**src/rtl/rob_wb_arbiter.sv**
```systemverilog
// rob_wb_arbiter: shares the single ROB status writeback port between REQ execution units.
// Round-robin grant by default; define WB_ARB_FIXED_PRIO_EN for lowest-index-first priority.
`ifndef RobDepth
`define RobDepth 16
`endif

module rob_wb_arbiter #(
    parameter int  REQ       = 4,
    parameter int  ROB_DEPTH = `RobDepth,
    parameter type ExpCode_t = logic [3:0],
    localparam int ROB       = $clog2(ROB_DEPTH),
    localparam int SRC       = $clog2(REQ)
) (
    input  logic                    clk,
    input  logic                    reset_,
    input  logic                    flush_,
    input  logic [REQ-1:0]          req_e_,
    input  logic [REQ-1:0][ROB-1:0] req_rob_id,
    input  logic [REQ-1:0]          req_exp_,
    input  ExpCode_t [REQ-1:0]      req_exp_code,
    input  logic [REQ-1:0]          req_pred_miss_,
    input  logic [REQ-1:0]          req_jump_miss_,
    output logic [REQ-1:0]          req_ready,
    output logic                    wb_e_,
    output logic [ROB-1:0]          wb_rob_id,
    output logic                    wb_exp_,
    output ExpCode_t                wb_exp_code,
    output logic                    wb_pred_miss_,
    output logic                    wb_jump_miss_,
    output logic [SRC-1:0]          wb_src
);

    typedef struct packed {
        logic [ROB-1:0] rob_id;
        logic           exp_;
        ExpCode_t       exp_code;
        logic           pred_miss_;
        logic           jump_miss_;
    } slot_t;

    logic [REQ-1:0] slot_valid;
    slot_t [REQ-1:0] slot_q;
    slot_t [REQ-1:0] req_slot;
    logic [REQ-1:0] grant;
    logic           grant_any;
    logic [SRC-1:0] grant_idx;

    always_comb begin
        req_slot = '0;
        for (int i = 0; i < REQ; i++) begin
            req_slot[i].rob_id     = req_rob_id[i];
            req_slot[i].exp_       = req_exp_[i];
            req_slot[i].exp_code   = req_exp_code[i];
            req_slot[i].pred_miss_ = req_pred_miss_[i];
            req_slot[i].jump_miss_ = req_jump_miss_[i];
        end
    end

`ifdef WB_ARB_FIXED_PRIO_EN
    always_comb begin
        grant_any = 1'b0;
        grant_idx = '0;
        for (int k = 0; k < REQ; k++) begin
            if (!grant_any && slot_valid[SRC'(k)]) begin
                grant_any = 1'b1;
                grant_idx = SRC'(k);
            end
        end
    end
`else
    logic [SRC-1:0] rr_ptr;

    // Scan starts at rr_ptr; explicit modulo keeps non-power-of-2 REQ correct.
    always_comb begin
        int idx;
        idx       = 0;
        grant_any = 1'b0;
        grant_idx = '0;
        for (int k = 0; k < REQ; k++) begin
            idx = (int'(rr_ptr) + k) % REQ;
            if (!grant_any && slot_valid[SRC'(idx)]) begin
                grant_any = 1'b1;
                grant_idx = SRC'(idx);
            end
        end
    end

    always_ff @(posedge clk or negedge reset_) begin
        if (!reset_) begin
            rr_ptr <= '0;
        end else if (flush_ && grant_any) begin
            rr_ptr <= (int'(grant_idx) == REQ - 1) ? '0 : grant_idx + 1'b1;
        end
    end
`endif

    always_comb begin
        grant = '0;
        if (grant_any) begin
            grant[grant_idx] = 1'b1;
        end
    end

    // A slot being drained this cycle may be refilled at the same edge.
    assign req_ready = ~slot_valid | grant;

    always_ff @(posedge clk or negedge reset_) begin
        if (!reset_) begin
            slot_valid <= '0;
            slot_q     <= '0;
        end else if (!flush_) begin
            slot_valid <= '0;
        end else begin
            for (int i = 0; i < REQ; i++) begin
                if (!req_e_[i] && req_ready[i]) begin
                    slot_valid[i] <= 1'b1;
                    slot_q[i]     <= req_slot[i];
                end else if (grant[i]) begin
                    slot_valid[i] <= 1'b0;
                end
            end
        end
    end

    always_comb begin
        wb_e_         = 1'b1;
        wb_rob_id     = '0;
        wb_exp_       = 1'b1;
        wb_exp_code   = '0;
        wb_pred_miss_ = 1'b1;
        wb_jump_miss_ = 1'b1;
        wb_src        = '0;
        if (grant_any) begin
            wb_e_         = 1'b0;
            wb_rob_id     = slot_q[grant_idx].rob_id;
            wb_exp_       = slot_q[grant_idx].exp_;
            wb_exp_code   = slot_q[grant_idx].exp_code;
            wb_pred_miss_ = slot_q[grant_idx].pred_miss_;
            wb_jump_miss_ = slot_q[grant_idx].jump_miss_;
            wb_src        = grant_idx;
        end
    end

endmodule

```
**config.mk**
```make
export PLATFORM = sky130hd
export DESIGN_NAME = rob_wb_arbiter
export DESIGN_NICKNAME = d
export VERILOG_FILES = /design/src/rtl/rob_wb_arbiter.sv
export SDC_FILE = /design/constraint.sdc
export NUM_CORES = 1
export LEC_CHECK = 0
export ABC_AREA = 1
export CAP_MARGIN = 20
export CELL_PAD_IN_SITES_DETAIL_PLACEMENT = 0
export CELL_PAD_IN_SITES_GLOBAL_PLACEMENT = 2
export CORE_MARGIN = 4
export CORE_UTILIZATION = 27
export CTS_CLUSTER_DIAMETER = 40
export DETAILED_ROUTE_END_ITERATION = 10
export PLACE_DENSITY_LB_ADDON = 0.1
export SLEW_MARGIN = 5
export SYNTH_ARGS = -nofsm -noshare
export SYNTH_HDL_FRONTEND = slang
export SYNTH_SLANG_ARGS = --single-unit
```
**constraint.sdc**
```tcl
create_clock -name clk -period 3.29 [get_ports clk]
set_input_delay 0.658 -clock clk [delete_from_list [all_inputs] [get_ports clk]]
set_output_delay 0.658 -clock clk [all_outputs]
set_load 0.01 [all_outputs]
```
; After elaboration in Yosys (flattened, before gate mapping)
; Cells that the tools add are included.
[word_totals]
wordCells = 104
n_memories = 0
output_inout_bits = 18
inputBits = 51
ff_bits = 50
mem_bits_ro = 0
latchBits = 0
ramBits = 0
[classes]
n_div = 0
n_bitwise = 2
addsub = 4
eq_ne = 5
n_reduce_logical = 20
muxes = 42
n_lt_le_gt_ge = 6
multipliers = 0
shift = 0
[ops]
columns = op, count
row1 = 2-to-1 mux 1 bit, 25
row2 = binary-select mux 11 bit (select 2 bit), 1
row3 = "< comparator 2 x 4 -> 1 bit, second input constant", 4
row4 = 2-to-1 mux 4 bit, 4
row5 = 2-to-1 mux 2 bit, 6
row6 = "!= test 3 x 1 -> 1 bit, second input constant", 4
row7 = 2-to-1 mux 11 bit, 1
row8 = logical AND 1 bit, 9
row9 = binary-select mux 1 bit (select 2 bit), 4
row10 = AND reduction 2 bit, 4
row11 = logical NOT 1 bit, 7
row12 = "adder 2 x 1 -> 2 bit, second input constant", 2
row13 = "adder 2 bit, second input constant", 2
row14 = NOT 4 bit, 1
row15 = bitwise OR 4 bit, 1
row16 = "< comparator 2 x 3 -> 1 bit, second input constant", 1
row17 = demux 1 bit (select 2 bit), 1
row18 = "== test 2 x 1 -> 1 bit, second input constant", 1
row19 = ">= comparator 2 x 1 -> 1 bit, second input constant", 1

; Longest topological paths before layout
[logic_depth]
word_depth = 22
mapped_depth = 19
mapped_depth_nobuf = 16

; Least setup slack after synthesis
; No wires, ideal clock.
[synth_path]
path_kind = register to output
start = register rr_ptr[0]
end = output port req_ready[3]
arrival_ns = 1.845
n_path_buf = 4
t_required_ns = 2.632
path_slack_ns = 0.787
stages_incl_launch_ff = 16
path_cell_list = dfrtp_1 -> buf_4 -> nand2_1 -> nand2_1 -> o21ai_0 -> nand2_1 -> nand2_1 -> nand2_1 -> nand3_2 -> buf_6 -> buf_2 -> inv_1 -> ha_1 -> nand2_1 -> nand2_1 -> buf_2
[synth_between]
elab_chain_len = 19
word_cells_on_any_way = 36
cone_classes = add/sub (3) / order compare (2) / mux (23) / bitwise (1) / reduce/logical (7)
[synth_lines]
columns = element, line
row1 = "start, declared", 71  ; logic [SRC-1:0] rr_ptr;
row2 = "start signal, assigned", 92  ; rr_ptr <= (int'(grant_idx) == REQ - 1) ? '0 : grant_idx + 1'b1;
row3 = branches (longest 17 deep; another with adder 2 x 1 -> 2 bit), -
row4 = 2-to-1 mux 4 bit *, 99  ; if (grant_any) begin
row5 = bitwise OR 4 bit *, 105  ; assign req_ready = ~slot_valid | grant;
row6 = "end, declared", 23  ; output logic [REQ-1:0] req_ready,
; Every way passes the cells marked *. The select of a mux whose other input is x is not followed.

; Worst setup path after layout
[layout_path]
start = register rr_ptr[1]
end = output port req_ready[2]
; The elaborated chain is that of the path after synthesis.

==> reports/metrics.yaml <==
diodes: 0
avgSynthCellArea_um2: 7.21
setup_ws_ns: 0.159
fillers: 1107
antenna_left: 0
post-route-util: 0.385
yosys_warnings: 0
gr-usage-all-layers: 0.150
crit_family: "simple AND/OR/NAND/NOR gates"
fin_crit_ns: 3.13
drt_first_iter_violations: 62
rsz0062_at_grt: "true"
syn_inst: 374
gp_congestion: 0.806
io_buffers: 68
ys_seq_elements: 50
layout.nets: 502
io_pins: 69
tightest_slew_ns: 0.691
grt_pass1_wl_um: 13500
die_w_um: 108
synth_nets: 426
path_class: "flop to primary output"
drive_gt1_frac: 0.104
setup_viol: 0
clock_skew_ns: 0.0126
cts.sinks: 50
cts_made_buffers: 5
drt-pass1-iter-count: 4
ys_types: 22
multi_input_area_mm2: 0.00124
drv_cap: 0
ctsHoldBuffers: 0
power.total_mw: 4.29
regArea_mm2: 0.00125
clockRootBuffer: "clkbuf_8"
grt_max_degree: 29
dieArea_mm2: 0.0117
tritoncts: "built"
syn2layout_area_growth_pct: 38.7
clockBufferDepth: 2
wire_per_inst_um: 14.5
fin_crit_sh: 0.952
status: "finished clean"
grt_pass1_vias: 2627
finalWirelength_um: 8450
worst_setup_path_start_kind: "flop"
crit_path_top_delay_cell: "clkdlybuf4s50_1"
worstPathRequired_ns: 2.63
hold_path_class: "input pin to async pin"
start_util: 0.277
end_kind: "primary output"
syn-cell-area_mm2: 0.00270
fin_hold_ws_ns: 0.370
slowest_delay_ns: 0.54
core_area_mm2: 0.00973
grt-ovfl-total: 0
path_clk_slew_ns: 0.11
relSlewSlack: 0.539
clock_latency_ns: 0.32
fp-row-count: 36
die_h_um: 108
crit_top_cell: "nand2_1"
antenna_found_initial: 0
ys_seq_area_frac: 0.464
hold_viol: 0
post-route-drc-count: 0
dp_hpwl_um: 6560
path_buf_inv: 3
total_leakage_power_nw: 1.97
pre_cts_slack_ns: 0.112
power_density_mw_per_mm2: 1150
htreeDepth: 2
max_freq_mhz: 319
critPathArrivalTime_ns: 2.47
path_cells: "inv_2 > nand2_1 > nand2_1 > nand2_1 > nand2_1 > nand4_1 > nand3_2 > buf_6 > nand2_1 > nand2_2 > clkdlybuf4s50_1"
avgViaCountPerCell: 4.45
critical_path.max_fanout: 11
vias: 2598
peakVddDrop_v: 0.000487
slew_viol_final: 0
## sequential cells by signal, indices dropped and copies added (netlist names)
register	count
rr_ptr	2
slot_q	44
slot_valid	4
## layout by cell type (no fill, tap or decap), types with 8 or more instances in the layout
cell type          n
nand3_1           59
buf_4             16
clkdlybuf4s50_1   53
dlymetal6s2s_1     8
nand2_1          169
a21oi_1           11
inv_1             24
nor2_1            10
dfrtp_1           48
## where the power goes
part	internal, mW	leakage, nW	switching [mW]
Clock	0.232	0.0563	0.241
Sequential	0.871	0.613	0.167
Combinational	1.15	1.30	1.63
Total	2.25	1.97	2.04
## through the flow
stage / cells / TNS, ns / area [um2]
after floorplan: 374 / 0 / 2700
after global placement: 572 / 0 / 3550
after detailed placement: 572 / 0 / 3550
after CTS: 584 / -0.399 / 3710
after global routing: 584 / -0.106 / 3740
final: 584 / 0 / 3740
## per-layer routing
metal	wire (um)	global-route usage	vias up
met3	388	0.0281	8
met2	3900	0.247	57
met1	4050	0.203	1190
met5	0	0	-
li1	-	-	1343
met4	114	0.0406	0
## kinds of logic after synthesis
kind of cell | count (synthesis) | share of synthesized area
compound gates | 23 | 0.0515
fa+ha+maj | 1 | 0.00464
buf+inv | 47 | 0.0812
flops | 50 | 0.464
simple gates | 253 | 0.399
## what timing repair did
item	CTS	global route
resized for setup	12	12
pin swaps	1	0
setup buffers	4	0
endpoints found under the setup margin	15	11
## synthesized netlist by cell type
master | count | area (um2)
clkinv_1 | 2 | 7.51
buf_4 | 5 | 37.5
o211ai_1 | 5 | 37.5
nor2_1 | 10 | 37.5
clkbuf_1 | 3 | 11.3
nor2_4 | 1 | 11.3
nand2_1 | 169 | 634
a21oi_1 | 11 | 55.1
nand4_1 | 4 | 25.0
o21ai_2 | 1 | 8.76
dfrtp_1 | 50 | 1250
nand3_2 | 3 | 30.0
inv_1 | 25 | 93.8
ha_1 | 1 | 12.5
nand3_1 | 60 | 300
buf_2 | 7 | 35.0
nor2_2 | 3 | 18.8
buf_6 | 2 | 22.5
a31oi_2 | 1 | 12.5
nand2_2 | 3 | 18.8
inv_2 | 3 | 11.3
o21ai_0 | 5 | 25.0
## final cells by class
type                    instances  share of cell area
flip-flops and latches         50               0.335
multi-input cells             277               0.333
repair buffers                 86               0.225
well taps                     133              0.0445
inverters                      30              0.0318
clock buffers                   5              0.0184
clock inverters                 3              0.0130
## path summary, 6_finish.rpt
check                            from             to  slack, ns  cells past startpoint
setup / recovery            rr_ptr[1]   req_ready[2]       0.16                     11
setup reg to reg            rr_ptr[0]     slot_q[33]       0.50                     18
hold reg to reg            slot_q[38]     slot_q[38]       0.47                      2
hold / removal                 reset_  slot_valid[1]       0.37                      1
min in group clk           slot_q[38]     slot_q[38]       0.47                      2
max in group asynchronous      reset_      slot_q[9]       2.26                      2
Note: power is estimated with default switching activity, not from simulation.
